==> config.mk <==
export PLATFORM = sky130hd
export DESIGN_NAME = tdc_hit_buffer
export DESIGN_NICKNAME = d
export VERILOG_FILES = /design/src/rtl/tdc_pkg.sv /design/src/rtl/tdc_sync_fifo.sv /design/src/rtl/tdc_hit_buffer.sv
export SDC_FILE = /design/constraint.sdc
export NUM_CORES = 1
export LEC_CHECK = 0
export ABC_AREA = 1
export BUFFER_PORTS_ARGS = -buffer_cell sky130_fd_sc_hd__buf_2
export CAP_MARGIN = 20
export CORE_MARGIN = 2
export CORE_UTILIZATION = 47
export DETAILED_ROUTE_END_ITERATION = 7
export SLEW_MARGIN = 40
export SYNTH_ARGS = -nofsm -noshare
export SYNTH_HDL_FRONTEND = slang
export SYNTH_SLANG_ARGS = --single-unit
==> constraint.sdc <==
create_clock -name clk40M -period 6.05 [get_ports clk40M]
set_clock_uncertainty 0.2 [all_clocks]
set_input_delay 1.21 -clock clk40M [delete_from_list [all_inputs] [get_ports clk40M]]
set_output_delay 1.21 -clock clk40M [all_outputs]
set_load 0.005 [all_outputs]
==> src/rtl/tdc_pkg.sv <==
// rtl/tdc_pkg.sv - shared widths, defaults and hit-word layout for the TDC hit buffer
package tdc_pkg;

  localparam int HIT_W          = 44;
  localparam int BCID_W         = 12;
  localparam int BC_MAX_DEFAULT = 3563;

  localparam int TOT_W = 9;
  localparam int TOA_W = 10;
  localparam int CAL_W = 10;

  // Bit offsets of each field inside the 44-bit hit word (LSB first)
  localparam int TOT_LSB     = 0;
  localparam int TOA_LSB     = 9;
  localparam int CAL_LSB     = 19;
  localparam int TOT_ERR_BIT = 29;
  localparam int TOA_ERR_BIT = 30;
  localparam int CAL_ERR_BIT = 31;
  localparam int BCID_LSB    = 32;

  typedef logic [HIT_W-1:0] hit_word_t;

  // Assemble one hit word from its fields using the offsets above
  function automatic hit_word_t pack_hit(
    input logic [BCID_W-1:0] bcid,
    input logic              cal_err,
    input logic              toa_err,
    input logic              tot_err,
    input logic [CAL_W-1:0]  cal,
    input logic [TOA_W-1:0]  toa,
    input logic [TOT_W-1:0]  tot
  );
    hit_word_t w;
    w                          = '0;
    w[BCID_LSB +: BCID_W]      = bcid;
    w[CAL_ERR_BIT]             = cal_err;
    w[TOA_ERR_BIT]             = toa_err;
    w[TOT_ERR_BIT]             = tot_err;
    w[CAL_LSB +: CAL_W]        = cal;
    w[TOA_LSB +: TOA_W]        = toa;
    w[TOT_LSB +: TOT_W]        = tot;
    return w;
  endfunction

endpackage

==> src/rtl/tdc_sync_fifo.sv <==
// rtl/tdc_sync_fifo.sv - synchronous FIFO with registered head output, count and full/empty
module tdc_sync_fifo #(
  parameter int WIDTH = 44,
  parameter int DEPTH = 16
) (
  input  logic                     clk_i,
  input  logic                     rstn_i,
  input  logic                     push_i,
  input  logic [WIDTH-1:0]         wdata_i,
  input  logic                     pop_i,
  output logic [WIDTH-1:0]         rdata_o,
  output logic                     rvalid_o,
  output logic                     full_o,
  output logic                     empty_o,
  output logic [$clog2(DEPTH):0]   count_o
);

  localparam int AW = $clog2(DEPTH);
  localparam int CW = AW + 1;

  logic [WIDTH-1:0] mem_q [DEPTH];

  logic [AW-1:0]    wr_ptr_q, wr_ptr_d;
  logic [AW-1:0]    rd_ptr_q, rd_ptr_d;
  logic [CW-1:0]    count_q, count_d, count_after_pop;
  logic [WIDTH-1:0] rdata_q, rdata_d;
  logic             rvalid_q;
  logic             push_ok, pop_ok;

  assign full_o   = (count_q == CW'(DEPTH));
  assign empty_o  = (count_q == '0);
  assign count_o  = count_q;
  assign rdata_o  = rdata_q;
  assign rvalid_o = rvalid_q;

  // Next-state: accept/pop decisions, pointer and count updates, and the next head word.
  // The head register is the word at rd_ptr after this edge; when the buffer is empty
  // after the pop, an accepted write becomes the head directly so it shows one cycle later.
  always_comb begin
    pop_ok          = pop_i & rvalid_q;
    push_ok         = push_i & (~full_o | pop_ok);
    wr_ptr_d        = push_ok ? wr_ptr_q + 1'b1 : wr_ptr_q;
    rd_ptr_d        = pop_ok  ? rd_ptr_q + 1'b1 : rd_ptr_q;
    count_after_pop = count_q - CW'(pop_ok);
    count_d         = count_after_pop + CW'(push_ok);
    rdata_d         = rdata_q;
    if (count_d != '0) begin
      if (count_after_pop == '0) begin
        rdata_d = wdata_i;
      end else begin
        rdata_d = mem_q[rd_ptr_d];
      end
    end
  end

  // Pointers, count and registered head/valid
  always_ff @(posedge clk_i) begin
    if (!rstn_i) begin
      wr_ptr_q <= '0;
      rd_ptr_q <= '0;
      count_q  <= '0;
      rdata_q  <= '0;
      rvalid_q <= 1'b0;
    end else begin
      wr_ptr_q <= wr_ptr_d;
      rd_ptr_q <= rd_ptr_d;
      count_q  <= count_d;
      rdata_q  <= rdata_d;
      rvalid_q <= (count_d != '0);
    end
  end

  // Storage array; contents are don't-care until written, so no reset
  always_ff @(posedge clk_i) begin
    if (rstn_i && push_ok) begin
      mem_q[wr_ptr_q] <= wdata_i;
    end
  end

endmodule

==> src/rtl/tdc_hit_buffer.sv <==
// rtl/tdc_hit_buffer.sv - bunch-crossing tagged hit capture into a FIFO with overflow counting
module tdc_hit_buffer
  import tdc_pkg::*;
#(
  parameter int DEPTH  = 16,
  parameter int BC_MAX = BC_MAX_DEFAULT
) (
  input  logic                   clk40M,
  input  logic                   rstn,
  input  logic                   bcReset,
  input  logic                   enableBuf,
  input  logic                   hitFlag,
  input  logic [TOA_W-1:0]       TOA_codeReg,
  input  logic [TOT_W-1:0]       TOT_codeReg,
  input  logic [CAL_W-1:0]       Cal_codeReg,
  input  logic                   TOAerrorFlagReg,
  input  logic                   TOTerrorFlagReg,
  input  logic                   CalerrorFlagReg,
  output logic [HIT_W-1:0]       dataOut,
  output logic                   dataValid,
  input  logic                   dataReady,
  output logic                   fifoEmpty,
  output logic                   fifoFull,
  output logic [$clog2(DEPTH):0] wordCount,
  output logic [7:0]             overflowCnt
);

  localparam logic [BCID_W-1:0] BC_LAST = BCID_W'(BC_MAX);

  logic [BCID_W-1:0] bcid_q, bcid_d;
  logic [7:0]        ovf_q, ovf_d;
  logic              capture;
  logic              pop;
  logic              drop;
  hit_word_t         hit_word;

  assign capture     = hitFlag & enableBuf;
  assign pop         = dataValid & dataReady;
  assign drop        = capture & fifoFull & ~pop;
  assign overflowCnt = ovf_q;

  // Word carries the crossing counter as it stood before this edge's update
  assign hit_word = pack_hit(bcid_q, CalerrorFlagReg, TOAerrorFlagReg, TOTerrorFlagReg,
                             Cal_codeReg, TOA_codeReg, TOT_codeReg);

  // Next crossing ID and saturating drop count
  always_comb begin
    bcid_d = bcid_q + 1'b1;
    if (bcReset || bcid_q == BC_LAST) begin
      bcid_d = '0;
    end
    ovf_d = ovf_q;
    if (drop && ovf_q != 8'hFF) begin
      ovf_d = ovf_q + 8'd1;
    end
  end

  // Crossing counter and overflow counter state
  always_ff @(posedge clk40M) begin
    if (!rstn) begin
      bcid_q <= '0;
      ovf_q  <= '0;
    end else begin
      bcid_q <= bcid_d;
      ovf_q  <= ovf_d;
    end
  end

  tdc_sync_fifo #(
    .WIDTH (HIT_W),
    .DEPTH (DEPTH)
  ) u_fifo (
    .clk_i    (clk40M),
    .rstn_i   (rstn),
    .push_i   (capture),
    .wdata_i  (hit_word),
    .pop_i    (dataReady),
    .rdata_o  (dataOut),
    .rvalid_o (dataValid),
    .full_o   (fifoFull),
    .empty_o  (fifoEmpty),
    .count_o  (wordCount)
  );

endmodule

---- Word level (Yosys, flattened, before mapping) ----
Memories as Yosys holds them, arrays and structs flattened.
Cells that the tools add are included.
W data, S select, Z words.
word-level totals
  register bits after elaboration ......... 78
  RAM bits ................................ 704
  input port bits ......................... 38
  output and inout port bits .............. 60
  logic and storage cells ................. 37
  memories ................................ 1
memories
  name          words  bits a word  rd ports  clocked after Yosys merged registers in  wr ports  RTL line             source
  u_fifo.mem_q  16     44           1         0                                        1         tdc_sync_fifo.sv:21  logic [WIDTH-1:0] mem_q [DEPTH];
cells by class
  $add $sub $neg .......................... 6
  equal/unequal tests ..................... 3
  mux-type cells .......................... 4
  bitwise logic cells ..................... 9
  reduce and logical (&&, ||, !) cells .... 7
operator list
  operator                 count
  $mux W44                 1
  $add A12 B1 Y12 const B  1
  $eq A12 B12 Y1 const B   1
  $logic_not A5 Y1         2
  $add A4 B1 Y4 const B    2
  $add A8 B1 Y8 const B    1
  $ne A8 B8 Y1 const B     1
  $add A5 B1 Y5            1
  $and A1 B1 Y1            5
  $eq A5 B5 Y1 const B     1
  $reduce_bool A5 Y1       1
  $sub A5 B1 Y5            1
  $mux W4                  1
  $not A1 Y1               3
  $logic_and A1 B1 Y1      2
  $mux W1                  2
  $reduce_or A2 Y1         1
  $logic_or A1 B1 Y1       1
  $or A1 B1 Y1             1

---- Longest topological paths before layout ----
Gate-level depths: netlist (run 1).
  word-level depth ........................ 7
  depth in mapped cells ................... 19
  depth with buffers taken out ............ 18

---- Modules after synthesis ----
Synthesis (run 1) repeated with hierarchy kept, for this count alone.
second synthesis, totals
  cells, all modules ...................... 3238
  area total of the unflattened synthesis .. 33806.2 µm²
by module, submodules not included
  module          times used  cells each  area each (µm²)
  tdc_sync_fifo   1           3082        32737.6
  tdc_hit_buffer  1           156         1068.5

---- Worst setup path before layout (run 1) ----
Ideal clock, no wire load.
  path type ............................... input to register
  start ................................... input port dataReady
  end ..................................... memory u_fifo.mem_q[5][0], enable pin
  setup time .............................. 500 ps
  data arrival time ....................... 4733 ps
  required time ........................... 5350 ps
  path slack .............................. 617 ps
  cell stages on the path ................. 6
  cells stage by stage .................... nand2_2 > nand2_1 > nand2_1 > nor2_1 > inv_1 > nor3_1
between the ends
  word-level cells in the longest chain between the ends .. 6
ends and longest elaborated chain
  item                           RTL line              source
  start: declaration             tdc_hit_buffer.sv:21  input logic dataReady,
  $and A1 B1 Y1                  tdc_sync_fifo.sv:40   pop_ok = pop_i & rvalid_q;
  $or A1 B1 Y1                   tdc_sync_fifo.sv:41   push_ok = push_i & (~full_o | pop_ok);
  $and A1 B1 Y1                  tdc_sync_fifo.sv:41
  $logic_and A1 B1 Y1            tdc_sync_fifo.sv:75   if (rstn_i && push_ok) begin
  $mux W1                        tdc_sync_fifo.sv:75
  $mux W1 (implied by the code)  tdc_sync_fifo.sv:76   mem_q[wr_ptr_q] <= wdata_i;
  end: declaration               tdc_sync_fifo.sv:21
Every way passes these cells.

---- Worst setup path after layout (run 1) ----
  start ................................... input port dataReady
  end ..................................... register u_fifo.rdata_q[6], in the netlist u_fifo.rdata_o[6]
between the ends
  word-level cells in the longest chain between the ends .. 5
  elaborated cells on any way between the ends .. 10
  those cells by class .................... add/sub (2); mux (2); bitwise (3); reduce/logical (2); memory (1)
ends and longest elaborated chain
  item                                                                   RTL line             source
  $and A1 B1 Y1 (*)                                                      tdc_sync_fifo.sv:40
  parallel branches: the longest is 4 deep, another holds $sub A5 B1 Y5  --
  end signal: assignment                                                 tdc_sync_fifo.sv:68  rdata_q <= rdata_d;
  end: declaration                                                       tdc_sync_fifo.sv:26  logic [WIDTH-1:0] rdata_q, rdata_d;
Every way passes the cells marked *.
A chain may end at the register's enable or synchronous reset.

==> results of run 1 <==
## tightest hold or removal path, delay by kind of cell (launching register included)
family | cells | cell delay (ns)
flip-flops | 1 | 0.31
AND/OR/NAND/NOR | 2 | 0.11
## per-layer routing
layer  track usage  wire length, um  part of all wire
met1         0.321            38000              0.43
met2         0.398            42900              0.48
met3        0.0325             5360             0.061
met5             0                0                 0
met4        0.0801             2330             0.026
## cell families (layout without fill, tap and decap cells)
| logic type | after synthesis | count (layout) | share of synthesized area |
|---|---|---|---|
| flip-flops | 782 | 782 | 0.676 |
| XOR/XNOR | 11 | 11 | 0.00331 |
| adder cells (fa/ha/maj) | 11 | 11 | 0.00410 |
| buffers and inverters | 462 | 567 | 0.0559 |
| AND/OR/NAND/NOR | 1909 | 1909 | 0.257 |
| other | 0 | 2 | 0 |
| AO/OA/AOI/OAI | 25 | 25 | 0.00399 |
## power breakdown
| group | switching [mW] | internal, mW |
|---|---|---|
| Clock | 2.04 | 3.05 |
| Sequential | 0.120 | 6.03 |
| Combinational | 2.93 | 1.29 |
## registers in the layout, summed over array words and instances (netlist names)
name,cells
u_fifo.mem_q,704
u_fifo.rdata_o,44
bcid_q,12
overflowCnt,8
u_fifo.count_o,5
u_fifo.rd_ptr_q,4
u_fifo.wr_ptr_q,4
u_fifo.rvalid_o,1
## how the worst min path moves through the flow
stage / slack, ns / start / endpoint
2_1_floorplan: 0.25 / u_fifo.rdata_o[25] / u_fifo.rdata_o[25]
3_3_place_gp: 0.24 / u_fifo.rdata_o[27] / u_fifo.rdata_o[27]
3_5_place_dp: 0.24 / u_fifo.rdata_o[27] / u_fifo.rdata_o[27]
4_1_cts: 0.26 / u_fifo.rdata_o[27] / u_fifo.rdata_o[27]
5_1_grt: 0.28 / u_fifo.rdata_o[27] / u_fifo.rdata_o[27]
6_report: 0.25 / u_fifo.rdata_o[27] / u_fifo.rdata_o[27]
## cell type report
| cell class | count | area, um^2 | area share |
|---|---|---|---|
| sequential | 782 | 22700 | 0.597 |
| tap | 950 | 1190 | 0.0313 |
| timing repair buffer | 157 | 1220 | 0.0321 |
| inverter | 260 | 976 | 0.0257 |
| clock inverter | 28 | 343 | 0.00902 |
| antenna | 2 | 5.00 | 0.000132 |
| multi-input combinational | 1956 | 9220 | 0.242 |
| clock buffer | 122 | 2370 | 0.0624 |
## layout by cell type (no fill, tap or decap), types with 4 or more instances in the layout
cell                        count
sky130_fd_sc_hd__nand2_4        4
sky130_fd_sc_hd__buf_12        11
sky130_fd_sc_hd__nand2_1      891
sky130_fd_sc_hd__nor2_1       127
sky130_fd_sc_hd__buf_6          7
sky130_fd_sc_hd__clkinv_1       9
sky130_fd_sc_hd__nor3_2         9
sky130_fd_sc_hd__a21oi_1       15
sky130_fd_sc_hd__nand3_1      717
sky130_fd_sc_hd__buf_4         34
sky130_fd_sc_hd__xor2_1         4
sky130_fd_sc_hd__buf_2         97
sky130_fd_sc_hd__nor2_4         9
sky130_fd_sc_hd__buf_16         5
sky130_fd_sc_hd__inv_1        255
sky130_fd_sc_hd__nand3b_1     132
sky130_fd_sc_hd__inv_2          5
sky130_fd_sc_hd__clkbuf_16     85
sky130_fd_sc_hd__clkbuf_8      10
sky130_fd_sc_hd__ha_1          11
sky130_fd_sc_hd__o21ai_0        4
sky130_fd_sc_hd__clkbuf_1      25
sky130_fd_sc_hd__dfxtp_1       78
sky130_fd_sc_hd__nor3_1         6
sky130_fd_sc_hd__clkinv_2       7
sky130_fd_sc_hd__edfxtp_1     704
sky130_fd_sc_hd__bufinv_16      8
sky130_fd_sc_hd__nand4_1        7
==> impl_metrics.env, run 1 <==
export IMPL_status="completed"
export IMPL_post_synth_instance_area_um2=33600
export IMPL_design_portCount=98
export IMPL_post_cts_resized_instances=0
export IMPL_area_growth_syn_to_layout_pct=13.2
export IMPL_p_leak_nw=15.0
export IMPL_preCtsSetupSlack_ns=1.63
export IMPL_start_util=0.472
export IMPL_regToRegEndpoint="u_fifo.rdata_o[5]"
export IMPL_crit_fanout=49
export IMPL_synth_avg_cell_area_um2=10.5
export IMPL_synth_largest_area_cell="sky130_fd_sc_hd__edfxtp_1"
export IMPL_final_setup_viol_count=0
export IMPL_first_global_vias=22300
export IMPL_count_of_unique_library_cells_instantiated_by_yosys=31
export IMPL_post_synth_edffs=704
export IMPL_cts_sinks=782
export IMPL_timing_setup_critical_path_class="in2reg"
export IMPL_place_inst=4105
export IMPL_worst_path_most_repeated_cell="sky130_fd_sc_hd__nand2_1"
export IMPL_post_route_min_period_ns=3.84
export IMPL_final_nets=3287
export IMPL_grt_pass1_wl_um=134000
export IMPL_antenna_found_initial=3
export IMPL_worst_slew_pin_transition_ns=0.857
export IMPL_slew_limit_headroom=0.429
export IMPL_route_detailed_vias_per_inst=5.51
export IMPL_stdcell_count=4257
export IMPL_synthesis_instances=3200
export IMPL_cp_data_arrival_time_ns=4.14
export IMPL_grt_start_max_net_pins=136
export IMPL_path_cells="buf_2 > nand2_2 > inv_2 > ha_1 > ha_1 > nand2_1 > o21ai_1 > nand2_1 > inv_2 > nand4_1 > buf_4 > buf_4 > nand3_1 > nand2_1 > nand2_1"
export IMPL_crit_path_max_delay_family="buffers and inverters"
export IMPL_cpMaxStageDelayCell="sky130_fd_sc_hd__buf_4"
export IMPL_layout_core_utilization=0.535
export IMPL_ctsRootBufferMaster="sky130_fd_sc_hd__clkbuf_16"
export IMPL_floorplan_die_width_um=271
export IMPL_hold_violations=0
export IMPL_worstSetupStartpointType="input port"
export IMPL_cp_buffers_inverters=5
export IMPL_grt_util_all_layers=0.238
export IMPL_synth_flop_cell="sky130_fd_sc_hd__edfxtp_1"
export IMPL_whs_path_depth=2
export IMPL_route_final_wire_length_um=88600
export IMPL_synth_yosys_warnings=0
export IMPL_maximum_achievable_frequency_mhz=260
export IMPL_grt_overflow=0
export IMPL_fp_dieArea_um2=73600
export IMPL_numCtsBuffers=81
export IMPL_critical_path_depth=15
export IMPL_rsz0062_at_grt="false"
export IMPL_insertion_delay_ns=0.62
export IMPL_clk_pin_slew_ns=0.06
export IMPL_layout_drive_gt1_share=0.0938
export IMPL_numPortBuffers=97
export IMPL_dieHeight_um=271
export IMPL_synth_sequential_area_ratio=0.676
export IMPL_first_iter_violations=2438
export IMPL_asyncSetResetFlopFracSynth=0
export IMPL_cts_hold_buffers=0
export IMPL_ys_top_cells_by_count="894 x sky130_fd_sc_hd__nand2_1, 717 x sky130_fd_sc_hd__nand3_1, 704 x sky130_fd_sc_hd__edfxtp_1, 255 x sky130_fd_sc_hd__inv_1, 135 x sky130_fd_sc_hd__nor2_1"
export IMPL_drt_pass1_iter_count=5
export IMPL_remaining_drc_errors=0
export IMPL_critPathLaunch="dataReady"
export IMPL_nFillCells=6106
export IMPL_timing_critical_path_to_type="flip-flop"
export IMPL_tritoncts="built"
export IMPL_placedInstanceArea_um2=35300
export IMPL_finalWeightedCongestion=0.795
export IMPL_totalNegativeSetupSlack_ns=0
export IMPL_avgRoutedWirePerCell_um=20.8
export IMPL_r2r_start="u_fifo.count_o[2]"
export IMPL_post_synth_main_area_contributors="sky130_fd_sc_hd__edfxtp_1 63%, sky130_fd_sc_hd__nand3_1 11%, sky130_fd_sc_hd__nand2_1 10%, sky130_fd_sc_hd__dfxtp_1 4.6%, sky130_fd_sc_hd__nand3b_1 2.9%"
export IMPL_rows=98
export IMPL_p_total_mw=15.5
export IMPL_detailedPlacementHpwl_um=43900
export IMPL_postSynthNetCount=3249
export IMPL_cap_viol_max_count=0
export IMPL_crit_path_max_incr_delay_ns=0.64
export IMPL_critPathRequiredTime_ns=6.35
export IMPL_timing_hold_ws_ns=0.254
export IMPL_reg2regPathDepth=19
export IMPL_max_vdd_ir_drop_mv=0.329
export IMPL_route_antenna_remaining_nets=0
export IMPL_cts_setup_buffers=0
export IMPL_synth_seq_cells=782
export IMPL_timing_max_transition_violations_final=0
export IMPL_rrSetupSlack_ns=2.52
export IMPL_finalCritPeriodShare=0.635
export IMPL_hold_removal_path_class="reg2reg"
export IMPL_power_density_nw_per_um2=407
export IMPL_design_area_um2=38000
export IMPL_h_tree_depth=3
export IMPL_cts_path_max_buffers=3
export IMPL_placeableCoreArea_um2=71100
export IMPL_netlist_area_leader_share=0.629
export IMPL_via_count=23500
export IMPL_yosys_cell_count_top_type="sky130_fd_sc_hd__nand2_1"
export IMPL_worst_slack_ns=2.21
export IMPL_critical_path_endpoint="u_fifo.rdata_o[6]"
(Power assumes the default switching activity.)
==> inputs of run 2 (changes only) <==
--- a/config.mk
+++ b/config.mk
@@ -11,6 +11,7 @@
 export CORE_MARGIN = 2
 export CORE_UTILIZATION = 47
 export DETAILED_ROUTE_END_ITERATION = 7
+export PLACE_DENSITY = 0.65
 export SLEW_MARGIN = 40
 export SYNTH_ARGS = -nofsm -noshare
 export SYNTH_HDL_FRONTEND = slang
==> constraint.sdc (replaced) <==
create_clock -name clk40M -period 3.08 [get_ports clk40M]
set_clock_uncertainty 0.2 [all_clocks]
set_input_delay 0.616 -clock clk40M [delete_from_list [all_inputs] [get_ports clk40M]]
set_output_delay 0.616 -clock clk40M [all_outputs]
set_load 0.005 [all_outputs]
==> run 2 against run 1 <==
Sequential cell count did not move. Critical path depth rose by 4. Global-route usage barely moved. Cell area rose by 2.3%. Via count fell by 0.23%. Final cell count rose by 1.3%. Non-clock buffer count rose by 54. Die area did not move. Combinational power rose by 110%. Register-to-register slack got worse by 2.3 ns. Clock power rose by 94%. Sequential share of layout area fell by 1.3 points. Critical path type is now reg2reg. Highest routed layer unchanged.
==> impl_metrics.env, run 2 (synthesis gave the netlist of run 1 again) <==
export IMPL_status="completed"
export IMPL_slew_limit_headroom=0.529
export IMPL_rsz0062_at_grt="false"
export IMPL_finalWeightedCongestion=0.776
export IMPL_placeableCoreArea_um2=71100
export IMPL_crit_fanout=24
export IMPL_rrSetupSlack_ns=0.24
export IMPL_whs_path_depth=1
export IMPL_cap_viol_max_count=0
export IMPL_grt_overflow=0
export IMPL_hold_start="Cal_codeReg[5]"
export IMPL_drt_pass1_iter_count=5
export IMPL_final_setup_viol_count=0
export IMPL_fp_dieArea_um2=73600
export IMPL_path_cells="nor2_2 > nand3_1 > nor2_1 > nand2_1 > nand2_1 > inv_1 > ha_1 > ha_1 > inv_1 > nor2_1 > nor2_1 > nand2_1 > nor2_1 > nand2_1 > nand2_2 > buf_12 > nor2_1 > nand2_1 > nand2_1"
export IMPL_p_leak_nw=15.4
export IMPL_regToRegEndpoint="u_fifo.rdata_o[16]"
export IMPL_numPortBuffers=97
export IMPL_post_route_min_period_ns=2.84
export IMPL_finalCritPeriodShare=0.923
export IMPL_power_density_nw_per_um2=793
export IMPL_largest_reg_flops=704
export IMPL_detailedPlacementHpwl_um=47000
export IMPL_timing_max_transition_violations_final=0
export IMPL_layout_cells_most_common_list="891 x sky130_fd_sc_hd__nand2_1, 717 x sky130_fd_sc_hd__nand3_1, 704 x sky130_fd_sc_hd__edfxtp_1, 255 x sky130_fd_sc_hd__inv_1, 132 x sky130_fd_sc_hd__nand3b_1"
export IMPL_numCtsBuffers=82
export IMPL_h_tree_depth=3
export IMPL_critical_path_depth=19
export IMPL_ctsRootBufferMaster="sky130_fd_sc_hd__clkbuf_16"
export IMPL_area_growth_syn_to_layout_pct=15.8
export IMPL_floorplan_die_width_um=271
export IMPL_reg2regPathDepth=19
export IMPL_nFillCells=6031
export IMPL_grt_pass1_wl_um=135000
export IMPL_dieHeight_um=271
export IMPL_crit_path_max_delay_family="simple AND/OR/NAND/NOR gates"
export IMPL_cts_sinks=782
export IMPL_hold_path_end="u_fifo.mem_q[3][24]"
export IMPL_mostFrequentLayoutCell="sky130_fd_sc_hd__nand2_1"
export IMPL_hold_removal_path_class="in2reg"
export IMPL_cp_data_arrival_time_ns=3.15
export IMPL_maximum_achievable_frequency_mhz=352
export IMPL_first_iter_violations=2364
export IMPL_grt_util_all_layers=0.238
export IMPL_clk_pin_slew_ns=0.06
export IMPL_cpMaxStageDelayCell="sky130_fd_sc_hd__dfxtp_1"
export IMPL_worst_slew_pin_transition_ns=0.701
export IMPL_insertion_delay_ns=0.63
export IMPL_route_final_wire_length_um=87800
export IMPL_hold_violations=0
export IMPL_registers_top_by_ff_count="u_fifo.mem_q"
export IMPL_max_vdd_ir_drop_mv=0.545
export IMPL_layout_drive_gt1_share=0.110
export IMPL_timing_setup_critical_path_class="reg2reg"
export IMPL_timing_critical_path_to_type="flip-flop"
export IMPL_critPathRequiredTime_ns=3.39
export IMPL_grt_start_max_net_pins=110
export IMPL_first_global_vias=22300
export IMPL_cp_buffers_inverters=3
export IMPL_layout_core_utilization=0.547
export IMPL_route_antenna_remaining_nets=0
export IMPL_remaining_drc_errors=0
export IMPL_route_detailed_vias_per_inst=5.43
export IMPL_worst_path_most_repeated_cell="sky130_fd_sc_hd__nand2_1"
export IMPL_rows=98
export IMPL_num_antenna_cells=0
export IMPL_place_inst=4159
export IMPL_tritoncts="built"
export IMPL_worstSetupStartpointType="flip-flop"
export IMPL_via_count=23400
export IMPL_crit_path_max_incr_delay_ns=0.33
export IMPL_p_total_mw=30.8
export IMPL_critPathLaunch="u_fifo.count_o[1]"
export IMPL_antenna_found_initial=0
export IMPL_final_nets=3342
export IMPL_cts_setup_buffers=0
export IMPL_start_util=0.472
export IMPL_avgRoutedWirePerCell_um=20.4
export IMPL_stdcell_count=4312
export IMPL_design_portCount=98
export IMPL_cts_path_max_buffers=3
export IMPL_r2r_start="u_fifo.count_o[1]"
-- run 2: cell types whose count changed in the layout (fill, tap and decap cells not counted), sizes merged, moves of 2 or more --
cell	previous run	this run
buf	157	211
clkbuf	122	102
clkinv	16	35
clkinvlp	1	3
diode	2	0
inv	263	266
-- run 2: how the worst max path moves through the flow --
stage / end / slack, ns
6_report: u_fifo.rdata_o[16] / 0.24
5_1_grt: u_fifo.rdata_o[16] / 0.03
2_1_floorplan: u_fifo.mem_q[0][0] / -0.58
3_5_place_dp: u_fifo.rdata_o[16] / -0.02
4_1_cts: u_fifo.rdata_o[16] / 0.19
3_3_place_gp: u_fifo.rdata_o[1] / 0.08
-- run 2: area by class of cell --
| class | instances | area, um^2 | area share |
|---|---|---|---|
| multi-input cells | 1956 | 9260 | 0.238 |
| flip-flops and latches | 782 | 22700 | 0.584 |
| repair buffers | 211 | 2090 | 0.0538 |
| inverters | 260 | 976 | 0.0251 |
| well taps | 950 | 1190 | 0.0306 |
| clock inverters | 51 | 464 | 0.0119 |
| clock buffers | 102 | 2210 | 0.0568 |
-- run 2: per-stage QoR --
step / setup slack (ns) / instance area (um^2) / TNS [ns] / hold WS, ns
floorplan: -0.578 / 33700 / -203.40 / 0.246
global placement: 0.0778 / 36200 / 0 / 0.246
detailed placement: -0.0179 / 36200 / -0.0179 / 0.244
CTS: 0.186 / 38900 / 0 / 0.141
global route: 0.0342 / 38900 / 0 / 0.163
finish: 0.238 / 38900 / 0 / 0.174
-- run 2: power breakdown --
| part | leakage (nW) | switching [mW] | internal, mW |
|---|---|---|---|
| clock | 1.31 | 4.16 | 5.71 |
| sequential | 6.78 | 0.259 | 11.9 |
| combinational | 7.34 | 5.82 | 3.04 |
| total | 15.4 | 10.2 | 20.6 |
-- run 2: what timing repair did --
action	CTS	global route
gates resized for setup	0	1
endpoints found under the setup margin	0	3
hold buffers	0	0
-- run 2: layer usage --
layer / up-vias / global-route usage / routed length (um)
met1: 11300 / 0.326 / 37200
li1: 11100 / - / -
met5: - / 0 / 0
met2: 836 / 0.396 / 42400
met3: 159 / 0.0318 / 5720
met4: 0 / 0.0742 / 2490
-- run 2: worst reg2reg max path: cells and delay by family (launching register included) --
| kind | cells | cell delay (ns) |
|---|---|---|
| adders and majority gates | 2 | 0.43 |
| DFF | 1 | 0.33 |
| buffers and inverters | 3 | 0.37 |
| and+or+nand+nor | 14 | 1.40 |
==> inputs of run 3 (changes only) <==
--- a/config.mk
+++ b/config.mk
@@ -15,4 +15,5 @@
 export SLEW_MARGIN = 40
 export SYNTH_ARGS = -nofsm -noshare
 export SYNTH_HDL_FRONTEND = slang
+export SYNTH_HIERARCHICAL = 1
 export SYNTH_SLANG_ARGS = --single-unit
==> run 3 against run 2 <==
Final cell count rose by 1.2%. Hold slack got worse by 0.023 ns. Fmax fell by 0.42%. Largest cell class unchanged. Clock power barely moved. Critical path depth rose by 1. Highest routed layer is now met5. Critical endpoint is now u_fifo/rdata_o[17]. Count of clock-buffer cells in the layout rose by 6.
==> impl_metrics.env, run 3 <==
export IMPL_synth_simple_gate_area_share=0.261
export IMPL_finalCritPeriodShare=0.927
export IMPL_post_synthesis_compound_gate_area_fraction=0.00296
export IMPL_timing_setup_critical_path_class="reg2reg"
export IMPL_layout_cells_most_common_list="904 x sky130_fd_sc_hd__nand2_1, 724 x sky130_fd_sc_hd__nand3_1, 704 x sky130_fd_sc_hd__edfxtp_1, 267 x sky130_fd_sc_hd__inv_1, 140 x sky130_fd_sc_hd__nor2_1"
export IMPL_area_growth_syn_to_layout_pct=16.2
export IMPL_power_density_nw_per_um2=804
export IMPL_post_synth_main_area_contributors="sky130_fd_sc_hd__edfxtp_1 63%, sky130_fd_sc_hd__nand3_1 11%, sky130_fd_sc_hd__nand2_1 10%, sky130_fd_sc_hd__dfxtp_1 4.6%, sky130_fd_sc_hd__inv_1 3.0%"
export IMPL_timing_max_transition_violations_final=0
export IMPL_layout_drive_gt1_share=0.117
export IMPL_preCtsSetupSlack_ns=-0.117
export IMPL_design_area_um2=39300
export IMPL_worst_slew_pin_transition_ns=0.727
export IMPL_post_synth_edffs=704
export IMPL_avgRoutedWirePerCell_um=20.7
export IMPL_synth_seq_cells=782
export IMPL_largest_reg_flops=704
export IMPL_maximum_achievable_frequency_mhz=350
export IMPL_numPortBuffers=97
export IMPL_post_synth_instance_area_um2=33800
export IMPL_drt_pass1_iter_count=5
export IMPL_dieHeight_um=272
export IMPL_count_of_unique_library_cells_instantiated_by_yosys=30
export IMPL_synth_adder_area_share=0.00407
export IMPL_floorplan_die_width_um=272
export IMPL_placedInstanceArea_um2=36500
export IMPL_first_iter_violations=2393
export IMPL_remaining_drc_errors=0
export IMPL_critPathRequiredTime_ns=3.44
export IMPL_crit_fanout=11
export IMPL_netlist_area_leader_share=0.625
export IMPL_netSwitchingPower_mw=10.5
export IMPL_p_total_mw=31.6
export IMPL_p_seq_frac=0.383
export IMPL_grt_pass1_wl_um=137000
export IMPL_antenna_found_initial=3
export IMPL_cts_sinks=782
export IMPL_grt_overflow=0
export IMPL_first_global_vias=23000
export IMPL_asyncSetResetFlopFracSynth=0
export IMPL_detailedPlacementHpwl_um=48600
export IMPL_ctsRootBufferMaster="sky130_fd_sc_hd__clkbuf_16"
export IMPL_cts_path_max_buffers=3
export IMPL_post_synth_xor_area_fraction=0.00204
export IMPL_clockPowerShare=0.318
export IMPL_status="completed"
export IMPL_worstSetupStartpointType="flip-flop"
export IMPL_grt_util_all_layers=0.242
export IMPL_p_leak_nw=15.7
export IMPL_synth_sequential_area_ratio=0.672
export IMPL_timing_hold_ws_ns=0.151
export IMPL_placeableCoreArea_um2=71400
export IMPL_cell_internal_pwr_mw=21.1
export IMPL_synth_mux_area_fraction=0
export IMPL_synth_yosys_warnings=6
export IMPL_route_detailed_vias_per_inst=5.47
export IMPL_mostFrequentLayoutCell="sky130_fd_sc_hd__nand2_1"
export IMPL_finalWeightedCongestion=0.794
export IMPL_grt_start_max_net_pins=98
export IMPL_hold_violations=0
export IMPL_via_count=23800
export IMPL_max_vdd_ir_drop_mv=0.553
export IMPL_route_antenna_remaining_nets=0
export IMPL_final_setup_viol_count=0
export IMPL_ys_top_cells_by_count="908 x sky130_fd_sc_hd__nand2_1, 724 x sky130_fd_sc_hd__nand3_1, 704 x sky130_fd_sc_hd__edfxtp_1, 267 x sky130_fd_sc_hd__inv_1, 151 x sky130_fd_sc_hd__nor2_1"
export IMPL_largest_family_of_logic_cells_by_synthesized_area="simple AND/OR/NAND/NOR gates"
export IMPL_synth_avg_cell_area_um2=10.4
export IMPL_post_route_min_period_ns=2.85
export IMPL_synth_largest_area_cell="sky130_fd_sc_hd__edfxtp_1"
export IMPL_fp_dieArea_um2=74100
export IMPL_sw_frac_of_total=0.331
export IMPL_power_combinational_fraction=0.299
export IMPL_synthesis_instances=3238
export IMPL_timing_critical_path_to_type="flip-flop"
export IMPL_route_final_wire_length_um=90400
export IMPL_tritoncts="built"
export IMPL_slew_limit_headroom=0.515
export IMPL_cp_data_arrival_time_ns=3.21
export IMPL_hold_removal_path_class="in2reg"
export IMPL_design_portCount=98
export IMPL_cap_viol_max_count=0
export IMPL_registers_top_by_ff_count="u_fifo/mem_q"
export IMPL_clk_pin_slew_ns=0.06
export IMPL_yosys_cell_count_top_type="sky130_fd_sc_hd__nand2_1"
export IMPL_final_nets=3392
export IMPL_rows=98
export IMPL_start_util=0.474
export IMPL_synth_flop_cell="sky130_fd_sc_hd__edfxtp_1"
export IMPL_postSynthNetCount=3287
export IMPL_h_tree_depth=3
export IMPL_numCtsBuffers=84
export IMPL_worst_slack_ns=0.226
export IMPL_insertion_delay_ns=0.62
## run 3: path summary, 6_finish.rpt
| check | startpoint | end | slack [ns] | cells after the start |
|---|---|---|---|---|
| min | bcReset | bcid_q[10] | 0.15 | 4 |
| max | u_fifo/count_o[2] | u_fifo/rdata_o[17] | 0.23 | 20 |
| max reg2reg | u_fifo/count_o[2] | u_fifo/rdata_o[17] | 0.23 | 20 |
| min reg2reg | u_fifo/rdata_o[38] | u_fifo/rdata_o[38] | 0.25 | 2 |
## run 3: what timing repair did
action                                  CTS  global route
hold buffers                              0             0
setup buffers                             0             3
resized for setup                         0             4
endpoints found under the setup margin    0            44
## run 3: critical path, stage by stage, from the launching register on
cell and delay, ns:
sky130_fd_sc_hd__dfxtp_1 0.35, sky130_fd_sc_hd__nor2_2 0.13, sky130_fd_sc_hd__nand2_1 0.08, sky130_fd_sc_hd__nor2_2 0.10, sky130_fd_sc_hd__nand3_1 0.07, sky130_fd_sc_hd__nand2_1 0.08, sky130_fd_sc_hd__inv_1 0.05, sky130_fd_sc_hd__ha_1 0.21
sky130_fd_sc_hd__ha_1 0.22, sky130_fd_sc_hd__inv_1 0.07, sky130_fd_sc_hd__nor2_1 0.04, sky130_fd_sc_hd__nor2_1 0.12, sky130_fd_sc_hd__nand2_1 0.08, sky130_fd_sc_hd__nor2_2 0.12, sky130_fd_sc_hd__nand2_2 0.12, sky130_fd_sc_hd__buf_4 0.16
sky130_fd_sc_hd__nor2_4 0.12, sky130_fd_sc_hd__buf_4 0.16, sky130_fd_sc_hd__clkbuf_16 0.19, sky130_fd_sc_hd__nand2_1 0.06, sky130_fd_sc_hd__nand2_1 0.06
## run 3: per-stage QoR
step                TNS [ns]   util  std cells
floorplan            -261.12      -       3238
global placement       -2.00  0.511       4202
detailed placement     -4.09  0.511       4202
CTS                        0  0.549       4355
global route         -0.0929  0.551       4360
finish                     0  0.551       4362
## run 3: power by group through the flow
stage | Sequential, mW | Clock (mW) | Combinational [mW]
after floorplan | 12.3 | 0 | 5.88
after global placement | 12.3 | 0 | 9.10
after detailed placement | 12.3 | 0 | 9.19
after CTS | 12.1 | 10.2 | 9.24
after global routing | 12.1 | 10.6 | 10.5
final | 12.1 | 10.0 | 9.45
## run 3: final cells by class
class	instances	area (um^2)
fill	6010	32100
sequential	782	22700
multi-input combinational	1984	9360
timing repair buffer	221	2280
clock buffer	108	2270
tap	950	1190
inverter	270	1020
clock inverter	45	477
antenna	2	5.00
## run 3: metal layers
layer  vias to the layer above  share of wire  global-route usage
li1                      11200              -                   -
met1                     11600           0.42               0.329
met2                       867           0.48               0.400
met3                       165          0.071              0.0347
met4                         4          0.028              0.0860
met5                         -        0.00025                   0
## run 3: kinds of logic (layout without fill, tap and decap cells)
logic type / Yosys count / count (layout)
other cells: 0 / 2
simple gates: 1947 / 1947
fa+ha+maj: 11 / 11
compound gates: 19 / 19
buf+inv: 472 / 644
xor+xnor: 7 / 7
flops: 782 / 782
